[src/rtl/matmul_engine.sv]
// Matrix-product engine P = A*X: A rows streamed from a synchronous ROM are broadcast
// to LANES MAC lanes against a locally held K x LANES sample matrix X.
`timescale 1ns/1ps
module matmul_engine #(
    parameter int X_W    = 8,
    parameter int A_W    = 14,
    parameter int ACC_W  = 18,
    parameter int K      = 4,
    parameter int LANES  = 4,
    parameter int M      = 4,
    parameter int ADDR_W = 8,
    parameter int SAT    = 1,
    parameter int RA_W   = $clog2(M*K)
) (
    input  logic                   clk,
    input  logic                   rst,
    input  logic                   input_load_en,
    input  logic                   valid_input,
    input  logic [X_W-1:0]         X_load,
    output logic                   xload_done,
    input  logic                   ALU_en,
    output logic [RA_W-1:0]        rom_addr,
    input  logic [A_W-1:0]         A_input,
    input  logic [ADDR_W-1:0]      wr_base,
    output logic                   wr_en,
    input  logic                   wr_ready,
    output logic [ADDR_W-1:0]      wr_addr,
    output logic [LANES*ACC_W-1:0] wr_data,
    output logic                   busy,
    output logic                   ALU_done
);

    localparam int K_W    = (K > 1) ? $clog2(K) : 1;
    localparam int M_W    = (M > 1) ? $clog2(M) : 1;
    localparam int L_W    = (LANES > 1) ? $clog2(LANES) : 1;
    localparam int PROD_W = A_W + X_W;
    localparam int SUM_W  = PROD_W + ((K > 1) ? $clog2(K) : 0);
    // Accumulator is wide enough for the exact dot product, so overflow is never lost.
    localparam int ACC_INT_W = (SUM_W > ACC_W) ? SUM_W : ACC_W + 1;

    localparam logic [2:0] S_IDLE  = 3'd0;
    localparam logic [2:0] S_FETCH = 3'd1;
    localparam logic [2:0] S_DRAIN = 3'd2;
    localparam logic [2:0] S_WRITE = 3'd3;
    localparam logic [2:0] S_DONE  = 3'd4;

    logic [2:0]        state_reg;
    logic [K_W-1:0]    k_reg;
    logic [K_W-1:0]    k_d_reg;
    logic              acc_en_reg;
    logic [M_W-1:0]    m_reg;
    logic [ADDR_W-1:0] base_reg;
    logic [RA_W-1:0]   rom_addr_reg;
    logic              busy_reg;
    logic              done_reg;
    logic              full_reg;
    logic [K_W-1:0]    ld_k_reg;
    logic [L_W-1:0]    ld_j_reg;
    logic [X_W-1:0]    x_mem [K][LANES];

    logic load_fire;
    logic last_slot;
    logic first_slot;

    assign load_fire  = input_load_en & valid_input & ~busy_reg & ~rst;
    assign last_slot  = (ld_k_reg == K_W'(K-1)) && (ld_j_reg == L_W'(LANES-1));
    assign first_slot = (ld_k_reg == '0) && (ld_j_reg == '0);
    assign xload_done = load_fire & last_slot;

    // Load pointer walks row-major (k outer, lane inner); a complete pass marks X full.
    always_ff @(posedge clk) begin
        if (rst) begin
            ld_k_reg <= '0;
            ld_j_reg <= '0;
            full_reg <= 1'b0;
        end else if (load_fire) begin
            if (ld_j_reg == L_W'(LANES-1)) begin
                ld_j_reg <= '0;
                ld_k_reg <= last_slot ? '0 : ld_k_reg + K_W'(1);
            end else begin
                ld_j_reg <= ld_j_reg + L_W'(1);
            end
            if (last_slot)
                full_reg <= 1'b1;
            else if (first_slot)
                full_reg <= 1'b0;
        end
    end

    always_ff @(posedge clk) begin
        if (load_fire)
            x_mem[ld_k_reg][ld_j_reg] <= X_load;
    end

    always_ff @(posedge clk) begin
        if (rst) begin
            state_reg    <= S_IDLE;
            k_reg        <= '0;
            k_d_reg      <= '0;
            acc_en_reg   <= 1'b0;
            m_reg        <= '0;
            base_reg     <= '0;
            rom_addr_reg <= '0;
            busy_reg     <= 1'b0;
            done_reg     <= 1'b0;
        end else begin
            done_reg   <= 1'b0;
            // ROM data lags the address by one cycle, so the accumulate tag lags too.
            acc_en_reg <= (state_reg == S_FETCH);
            k_d_reg    <= k_reg;
            case (state_reg)
                S_IDLE: begin
                    if (ALU_en && full_reg) begin
                        base_reg     <= wr_base;
                        m_reg        <= '0;
                        k_reg        <= '0;
                        rom_addr_reg <= '0;
                        busy_reg     <= 1'b1;
                        state_reg    <= S_FETCH;
                    end
                end
                S_FETCH: begin
                    if (k_reg == K_W'(K-1)) begin
                        state_reg <= S_DRAIN;
                    end else begin
                        k_reg        <= k_reg + K_W'(1);
                        rom_addr_reg <= rom_addr_reg + RA_W'(1);
                    end
                end
                S_DRAIN: state_reg <= S_WRITE;
                S_WRITE: begin
                    if (wr_ready) begin
                        if (m_reg == M_W'(M-1)) begin
                            done_reg  <= 1'b1;
                            state_reg <= S_DONE;
                        end else begin
                            // Address holds m*K+K-1 here, so the next row starts one above it.
                            m_reg        <= m_reg + M_W'(1);
                            k_reg        <= '0;
                            rom_addr_reg <= rom_addr_reg + RA_W'(1);
                            state_reg    <= S_FETCH;
                        end
                    end
                end
                S_DONE: begin
                    busy_reg  <= 1'b0;
                    state_reg <= S_IDLE;
                end
                default: state_reg <= S_IDLE;
            endcase
        end
    end

    genvar gi;
    generate
        for (gi = 0; gi < LANES; gi++) begin : g_lane
            logic [PROD_W-1:0]    prod;
            logic [ACC_INT_W-1:0] acc_reg;

            assign prod = PROD_W'(A_input) * PROD_W'(x_mem[k_d_reg][gi]);

            always_ff @(posedge clk) begin
                if (rst)
                    acc_reg <= '0;
                else if (acc_en_reg) begin
                    if (k_d_reg == '0)
                        acc_reg <= ACC_INT_W'(prod);
                    else
                        acc_reg <= acc_reg + ACC_INT_W'(prod);
                end
            end

            assign wr_data[gi*ACC_W +: ACC_W] =
                ((SAT != 0) && (|acc_reg[ACC_INT_W-1:ACC_W])) ? {ACC_W{1'b1}}
                                                             : acc_reg[ACC_W-1:0];
        end
    endgenerate

    assign wr_en    = (state_reg == S_WRITE);
    assign wr_addr  = base_reg + ADDR_W'(m_reg);
    assign rom_addr = rom_addr_reg;
    assign busy     = busy_reg;
    assign ALU_done = done_reg;

endmodule

[config.mk]
export PLATFORM = sky130hd
export DESIGN_NAME = matmul_engine
export DESIGN_NICKNAME = d
export VERILOG_FILES = /design/src/rtl/matmul_engine.sv
export SDC_FILE = /design/constraint.sdc
export NUM_CORES = 1
export LEC_CHECK = 0
export ABC_AREA = 1
export ABC_CLOCK_PERIOD_IN_PS = 9100
export CORE_ASPECT_RATIO = 0.7
export CORE_MARGIN = 1
export CORE_UTILIZATION = 66
export DETAILED_ROUTE_END_ITERATION = 16
export PLACE_DENSITY = 0.88
export REMOVE_ABC_BUFFERS = 1
export SYNTH_ARGS = -nofsm -noshare
export SYNTH_HDL_FRONTEND = slang
export SYNTH_SLANG_ARGS = --single-unit
[constraint.sdc]
create_clock -name clk -period 9.1 [get_ports clk]
set_input_delay 1.365 -clock clk [delete_from_list [all_inputs] [get_ports clk]]
set_output_delay 1.365 -clock clk [all_outputs]
set_load 0.05 [all_outputs]
After elaboration in Yosys (flattened, before gate mapping)
Memories as Yosys holds them, arrays and structs flattened. A register that Yosys moved wholly into a read port is not among the register bits.
Cells that the tools add are included.
{"block": "word_totals", "reg_bits": 125, "inputBits": 36, "out_inout_bits": 88, "mem_count": 1, "ram_bits": 128}
{"memory": "x_mem", "depth": 4, "word_bits": 32, "rd": 1, "rd_clocked_by_memory_dff": 1, "wr": 1, "line": "59", "text": "logic [X_W-1:0] x_mem [K][LANES];"}
{"block": "op_classes", "n_lt_le_gt_ge": 2, "eq_ne": 13, "n_mul": 4, "addsub": 10, "n_reduce_logical": 24, "muxes": 38, "n_bitwise": 9}
{"op": "24-bit by 22-bit adder with 24-bit output", "n": 4}
{"op": "24-bit 2-to-1 mux", "n": 4}
{"op": "14-bit by 8-bit multiplier with 22-bit output", "n": 4}
{"op": "18-bit 2-to-1 mux", "n": 4}
{"op": "32-bit 2-to-1 mux", "n": 1}
{"op": "6-bit OR reduction", "n": 4}
{"op": "2-bit 2-to-1 mux", "n": 9}
{"op": "8-bit demux with 2-bit select", "n": 1}
{"op": "4-bit 2-to-1 mux", "n": 4}
{"op": "3-bit 2-to-1 mux", "n": 4}
{"op": "3-bit one-hot mux with 4 select lines", "n": 1}
{"op": "4-bit one-hot mux with 3 select lines", "n": 1}
{"op": "2-bit by 1-bit adder with 2-bit output, second input constant", "n": 4}
{"op": "8-bit by 2-bit adder with 8-bit output", "n": 1}
{"op": "2-bit == test, second input constant", "n": 4}
{"op": "8-bit 2-to-1 mux", "n": 1}
{"op": "2-bit AND reduction", "n": 4}
{"op": "3-bit by 2-bit == test with 1-bit output, second input constant", "n": 2}
{"op": "2-bit zero test", "n": 3}
{"op": "2-bit inequality test, second input constant", "n": 3}
{"op": "2-bit one-hot mux with 3 select lines", "n": 1}
{"op": "2-bit nonzero test", "n": 3}
{"op": "1-bit 2-to-1 mux", "n": 5}
{"op": "5-bit AND reduction", "n": 1}
{"op": "17 further kinds", "n": 27}

Longest topological paths before layout
Gate-level depths: netlist of run 1.
{"block": "depth", "ltp_word": 6, "mapped_depth": 38}

Least setup slack after synthesis of run 1
OpenSTA, ideal clock, no wires.
{"block": "synth_timing", "path_kind": "input -> register", "start": "input A_input[9]", "end": "register g_lane[0].acc_reg[20]", "stages": 28, "slack_ns": 2.648, "arrival_ns": 6.343, "required_time_ns": 8.991, "n_path_buf": 2, "cell_sequence": "clkbuf_1 > inv_1 > clkbuf_1 > nor2_1 > fa_1 > fa_1 > fa_1 > inv_1 > fa_1 > inv_1 > ha_1 > nand2_1 > inv_1 > a21oi_1 > nand3_1 > or2_2 > and2_1 > ha_1 > nand2_1 > nor2_1 > and2_1 > nand3b_1 > nand3_1 > nand2_1 > nand3_1 > nand3_1 > nand2_1 > inv_1"}
{"block": "synth_via", "elab_chain_len": 3}
{"element": "from (decl)", "line": "23", "text": "input logic [A_W-1:0] A_input,"}
{"element": "14-bit by 8-bit multiplier with 22-bit output *", "line": "160", "text": "assign prod = PROD_W'(A_input) * PROD_W'(x_mem[k_d_reg][gi]);"}
{"element": "24-bit by 22-bit adder with 24-bit output", "line": "169", "text": "acc_reg <= acc_reg + ACC_INT_W'(prod);"}
{"element": "24-bit 2-to-1 mux *", "line": "166", "text": "if (k_d_reg == '0)"}
{"element": "to (signal assigned)", "line": "167", "text": "acc_reg <= ACC_INT_W'(prod);"}
{"element": "to (signal assigned)", "line": "169"}
{"element": "to (decl)", "line": "158", "text": "logic [ACC_INT_W-1:0] acc_reg;"}
Every way passes the cells marked *; elsewhere a longest branch is shown, timed or not.
A chain may end at the register's enable or synchronous reset.

==> impl_metrics.ini, run 1 <==
[run_status]
status = completed

[grt]
grt_use_total_pct = 37.8
overflow = 0
antenna_found_initial = 1
grt_pass1_vias = 28900
grt_first_pass_wirelength_mm = 147
grt_max_degree = 70

[detailed_routing]
remaining_drc_errors = 0
drt_iter0_drc = 3224
vias = 29800
ant_nets = 0
wl_per_cell_um = 17.4
drt_pass1_iterations = 6
totalWireLength_mm = 90.6
vias_per_cell = 5.72

[timing]
fmax_ghz = 0.133
worst_pin_slew_ns = 1.15
setup-violations-final = 0
setup_tns_ns = 0
finalMaxSlewViolations = 0
holdWs_ns = 0.452
min_period_ns = 7.52
fin_crit_sh_pct = 82.6
relSlewSlack_pct = 23.1
rsz0062_at_grt = no
finClkSkew_ns = 0.0173
hold_violations = 0

[floorplan]
io_pins = 124
core_area_um2 = 46800
initial_core_util_pct = 67.3
row_count = 66
die_area_um2 = 48700
fp.dieW_um = 263
die_y_um = 185

[logic_synthesis]
synthTopCellsByArea = fa_1 19%, nand2_1 15%, edfxtp_1 12%, ha_1 11%, inv_1 9.2%
ys_types = 46
synth_top_area_share_pct = 18.6
ys_seq_area_share_pct = 20.1
synth_top_area_cell = fa_1
synth_flop_cell = edfxtp_1
yosysWarnings = 0
synth_edf_count = 128
synthArstFlopShare_pct = 0
syn_avg_cell_area_um2 = 6.94
synthCells = 4545
synth_area_um2 = 31500
ys_seq_elements = 253

[place]
io_buffers = 123
hpwl_mm = 67.2
place_congestion = 0.984
dp_cells = 5165

[critical_path]
cp-end-kind = flop
reg2reg_slack_ns = 1.58
crit_required_ns = 9.60
cpMaxStageDelayCell = inv_2
worstPathArrival_ns = 8.02
crit_path_max_fanout = 64
slowest_delay_ns = 0.80
path_common_cell = nand2_1
crit_type = reg -> reg
cp-start-kind = flop

[worst_hold_path]
hold_path.class = reg -> reg

[finish]
final_util_pct = 72.8
num_antenna_cells = 0
largest_reg_flops = 128
fin_nets = 5185
drive_above_1_share_pct = 2.82
stdcell_count = 5217
syn_to_final_growth_pct = 8.16

[clock_network]
ctsHoldBuffers = 0
cts_sinks = 253
post_cts_buffers = 0
clk_latency_ns = 0.60
root_buffer = clkbuf_16
cts_made_buffers = 28
clk_pin_slew_ns = 0.08
post_cts_resized = 0
htreeDepth = 1
cts_tree = yes
cts.path.max_buffers = 3

[power]
powerDensity_nw_per_um2 = 188
power_mw = 6.42
max-vdd-ir-drop_uv = 172
power_leakage_nw = 17.9

[flow_run]
maxCapViolCount = 0
metal layers:
metal,part of all wire (%),vias to the layer above,track usage [%],routed length [µm]
li1,-,14200,-,-
met1,41,13600,51.6,37500
met2,42,1756,59.0,38200
met3,13,267,9.07,11500
met4,3.8,4,12.9,3440
met5,0.072,-,0,65
critical path: cells and delay by family, from the launching register on:
family                   cells  cell delay (ns)
AO/OA/AOI/OAI                1             0.10
adder cells (fa/ha/maj)      6             2.84
buffers and inverters        8             1.41
flip-flops                   1             0.33
AND/OR/NAND/NOR             18             2.71
logic make-up (layout without fill, tap and decap cells):
group	Yosys count	count (layout)	synth area share, %
adders and majority gates	566	566	29.4
DFF	253	253	20.1
AOI/OAI and AO/OA	367	367	6.39
xor gates and xnor gates	60	60	1.67
buffers and inverters	928	988	11.3
and+or+nand+nor	2371	2371	31.1
final timing paths:
path               from               endpoint  cells past startpoint
max          k_d_reg[0]  g_lane[0].acc_reg[22]                     33
min            k_reg[1]             k_d_reg[1]                      2
max reg2reg  k_d_reg[0]  g_lane[0].acc_reg[22]                     33
min reg2reg    k_reg[1]             k_d_reg[1]                      2
area by class of cell:
type | count | area (µm²)
tap | 612 | 766
clock buffer | 31 | 733
multi-input combinational | 3364 | 21600
clock inverter | 21 | 245
sequential | 253 | 6350
fill | 3721 | 12700
timing repair buffer | 145 | 1390
inverter | 791 | 2970
placed cells by master (no fill, tap or decap), types with 9 or more instances in the layout:
cell type / n
clkdlybuf4s50_1: 122
inv_2: 14
nand4_1: 22
and2_1: 43
buf_4: 23
o21ai_0: 78
edfxtp_1: 128
nand3_1: 330
nor2_1: 616
fa_1: 293
o211ai_1: 11
or2_2: 13
ha_1: 273
inv_1: 775
a31oi_1: 10
nand2_1: 1261
nand3b_1: 36
nor3_1: 20
o21bai_1: 19
xnor2_1: 30
dfxtp_1: 123
nand2_2: 9
clkbuf_16: 29
xor2_1: 30
a21oi_1: 218
Yosys cell counts, drive strengths merged (36+ instances only):
cell type     n
edfxtp      128
dfxtp       125
ha          273
a21oi       225
nand3b       36
buf          56
and2         43
o21ai        79
nand2      1272
fa          293
nand3       331
clkbuf       81
inv         789
nor2        620
through the flow:
step / area, µm² / worst slack (ns)
detailed placement: 33100 / 1.19
finish: 34100 / 1.58
CTS: 34100 / 1.80
floorplan: 30900 / 1.97
global placement: 33100 / 1.19
global route: 34100 / 1.15
report_power, final:
part | leakage (nW) | internal (mW) | switching (mW) | total (mW)
Sequential | 2.16 | 1.20 | 0.00120 | 1.20
Combinational | 15.3 | 1.37 | 2.60 | 3.97
Clock | 0.472 | 0.685 | 0.563 | 1.25
Total | 17.9 | 3.25 | 3.17 | 6.42
(Power assumes the default switching activity.)
==> run 2: changes to the inputs <==
ABC_CLOCK_PERIOD_IN_PS = 6700   (was 9100)
CORE_UTILIZATION = 58   (was 66)
PLACE_DENSITY = 0.83   (was 0.88)
clock period = 6.7 ns   (was 9.1 ns; I/O delays follow)
==> impl_metrics.ini, run 2 (synthesized netlist as in run 1, its figures left out) <==
[finish]
syn_to_final_growth_pct = 13.7
final_util_pct = 66.7
final_cell_mix = 1,256 x nand2_1, 775 x inv_1, 614 x nor2_1
multiInputGateArea_um2 = 21700
final_area_um2 = 35900
stdcell_count = 5517
fin_nets = 5368
largest_reg_flops = 128
drive_above_1_share_pct = 6.71
seq_area_um2 = 6350
final_common_cell = nand2_1
num_antenna_cells = 0
fill_cells = 4545

[place]
place_area_um2 = 34800
hpwl_mm = 70.3
io_buffers = 123
place_congestion = 1.03
dp_cells = 5464

[power]
power_leakage_nw = 18.9
p_sw_share_pct = 47.2
combPwrFrac_pct = 64.9
internal_power_mw = 4.94
switchingPower_mw = 4.42
powerDensity_nw_per_um2 = 261
pwr-share-seq_pct = 17.4
max-vdd-ir-drop_uv = 159
p_clk_share_pct = 17.7

[detailed_routing]
wl_met2_mm = 38.6
vias = 30300
top_layer_used = met4
dr_wl_met3_mm = 10.7
remaining_drc_errors = 0
ant_nets = 0
drt_pass1_iterations = 8
wl_per_cell_um = 16.7
met1_length_mm = 39.9
totalWireLength_mm = 92.3
vias_per_cell = 5.50
drt_iter0_drc = 3039

[critical_path]
reg2reg_slack_ns = 0.31
worstPathArrival_ns = 6.94
path_common_cell = nand2_1
slowest_delay_ns = 0.55
crit_family = adder cells
critPathBufInv = 9
cpMaxStageDelayCell = fa_1
crit_required_ns = 7.24
startpoint = k_d_reg[0]
r2r_start = k_d_reg[0]
crit_type = reg -> reg
crit_path_max_fanout = 14
cp_num_cells = 34
cp-start-kind = flop
cp-end-kind = flop
reg2reg_depth = 34

[timing]
relSlewSlack_pct = 21.7
worst_pin_slew_ns = 1.17
finalMaxSlewViolations = 0
hold_violations = 0
setup_tns_ns = 0
finClkSkew_ns = 0.0336
fmax_ghz = 0.156
min_period_ns = 6.39
setup-violations-final = 0
fin_crit_sh_pct = 95.4

[clock_network]
clk_pin_slew_ns = 0.07
cts_made_buffers = 27
cts_tree = yes
root_buffer = clkbuf_16
ctsHoldBuffers = 0
cts_sinks = 253
cts.path.max_buffers = 3
clk_latency_ns = 0.61
htreeDepth = 1

[floorplan]
fp.dieW_um = 281
die_y_um = 197
row_count = 71
initial_core_util_pct = 58.7
io_pins = 124
die_area_um2 = 55300
core_area_um2 = 53700

[grt]
overflow = 0
grt_first_pass_wirelength_mm = 149
grt_max_degree = 66
grt_pass1_vias = 28800
antenna_found_initial = 0
grt_use_total_pct = 33.7

[worst_hold_path]
hold_depth = 2
worstHoldStart = k_reg[1]
hold_path.class = reg -> reg

[run_status]
status = completed

[flow_run]
maxCapViolCount = 0
==> run 2: cell types whose count changed in the layout (fill, tap and decap cells not counted), moves of 2 or more <==
cell / previous run / this run
nand2_1: 1261 / 1256
clkinv_1: 4 / 1
clkinv_2: 0 / 4
inv_8: 3 / 0
clkbuf_1: 2 / 4
buf_4: 23 / 190
nand2_2: 9 / 14
nor2_2: 1 / 3
nor2_1: 616 / 614
inv_6: 7 / 3
buf_12: 0 / 14
==> run 2: timing repair <==
item | CTS | global route
gates resized for setup | 0 | 10
buffers inserted | 0 | 0
endpoints found under the setup margin | 0 | 20
==> run 2: worst register-to-register path, delay by kind of cell, from the launching register on <==
family                     cells  cell delay [ns]
buffers and inverters          9             0.95
adders and majority gates      6             2.70
AOI/OAI and AO/OA              3             0.61
DFF                            1             0.40
and+or+nand+nor               16             1.65
==> run 2: final timing paths <==
| kind | to |
|---|---|
| hold reg to reg | k_d_reg[1] |
| setup reg to reg | g_lane[0].acc_reg[18] |
| hold / removal | k_d_reg[1] |
| setup / recovery | g_lane[0].acc_reg[18] |
==> run 2: through the flow <==
stage	power [mW]	hold slack, ns	setup slack [ns]
after floorplan	5.67	0.418	-0.431
after global placement	7.42	0.430	-0.116
after detailed placement	7.53	0.459	-0.210
after CTS	9.21	0.469	0.264
after global routing	10.2	0.493	-0.0220
final	9.36	0.461	0.307
==> run 2: cell type report <==
| type | instances | share of cell area (%) |
|---|---|---|
| repair buffers | 329 | 8.37 |
| flip-flops and latches | 253 | 17.7 |
| clock inverters | 19 | 0.701 |
| well taps | 730 | 2.55 |
| multi-input cells | 3364 | 60.4 |
| inverters | 791 | 8.29 |
| clock buffers | 31 | 1.93 |
==> run 2: routing by layer <==
| layer | up-vias | track usage (%) |
|---|---|---|
| met4 | 0 | 9.92 |
| li1 | 14500 | - |
| met1 | 14000 | 48.2 |
| met5 | - | 0 |
| met3 | 176 | 6.98 |
| met2 | 1588 | 51.5 |
==> run 2: power groups by stage <==
stage | logic, mW | clock network, mW | registers (mW)
final | 6.08 | 1.65 | 1.63
after global routing | 6.81 | 1.72 | 1.63
after CTS | 5.92 | 1.66 | 1.63
after detailed placement | 5.87 | 0 | 1.66
after global placement | 5.76 | 0 | 1.66
after floorplan | 4.00 | 0 | 1.66
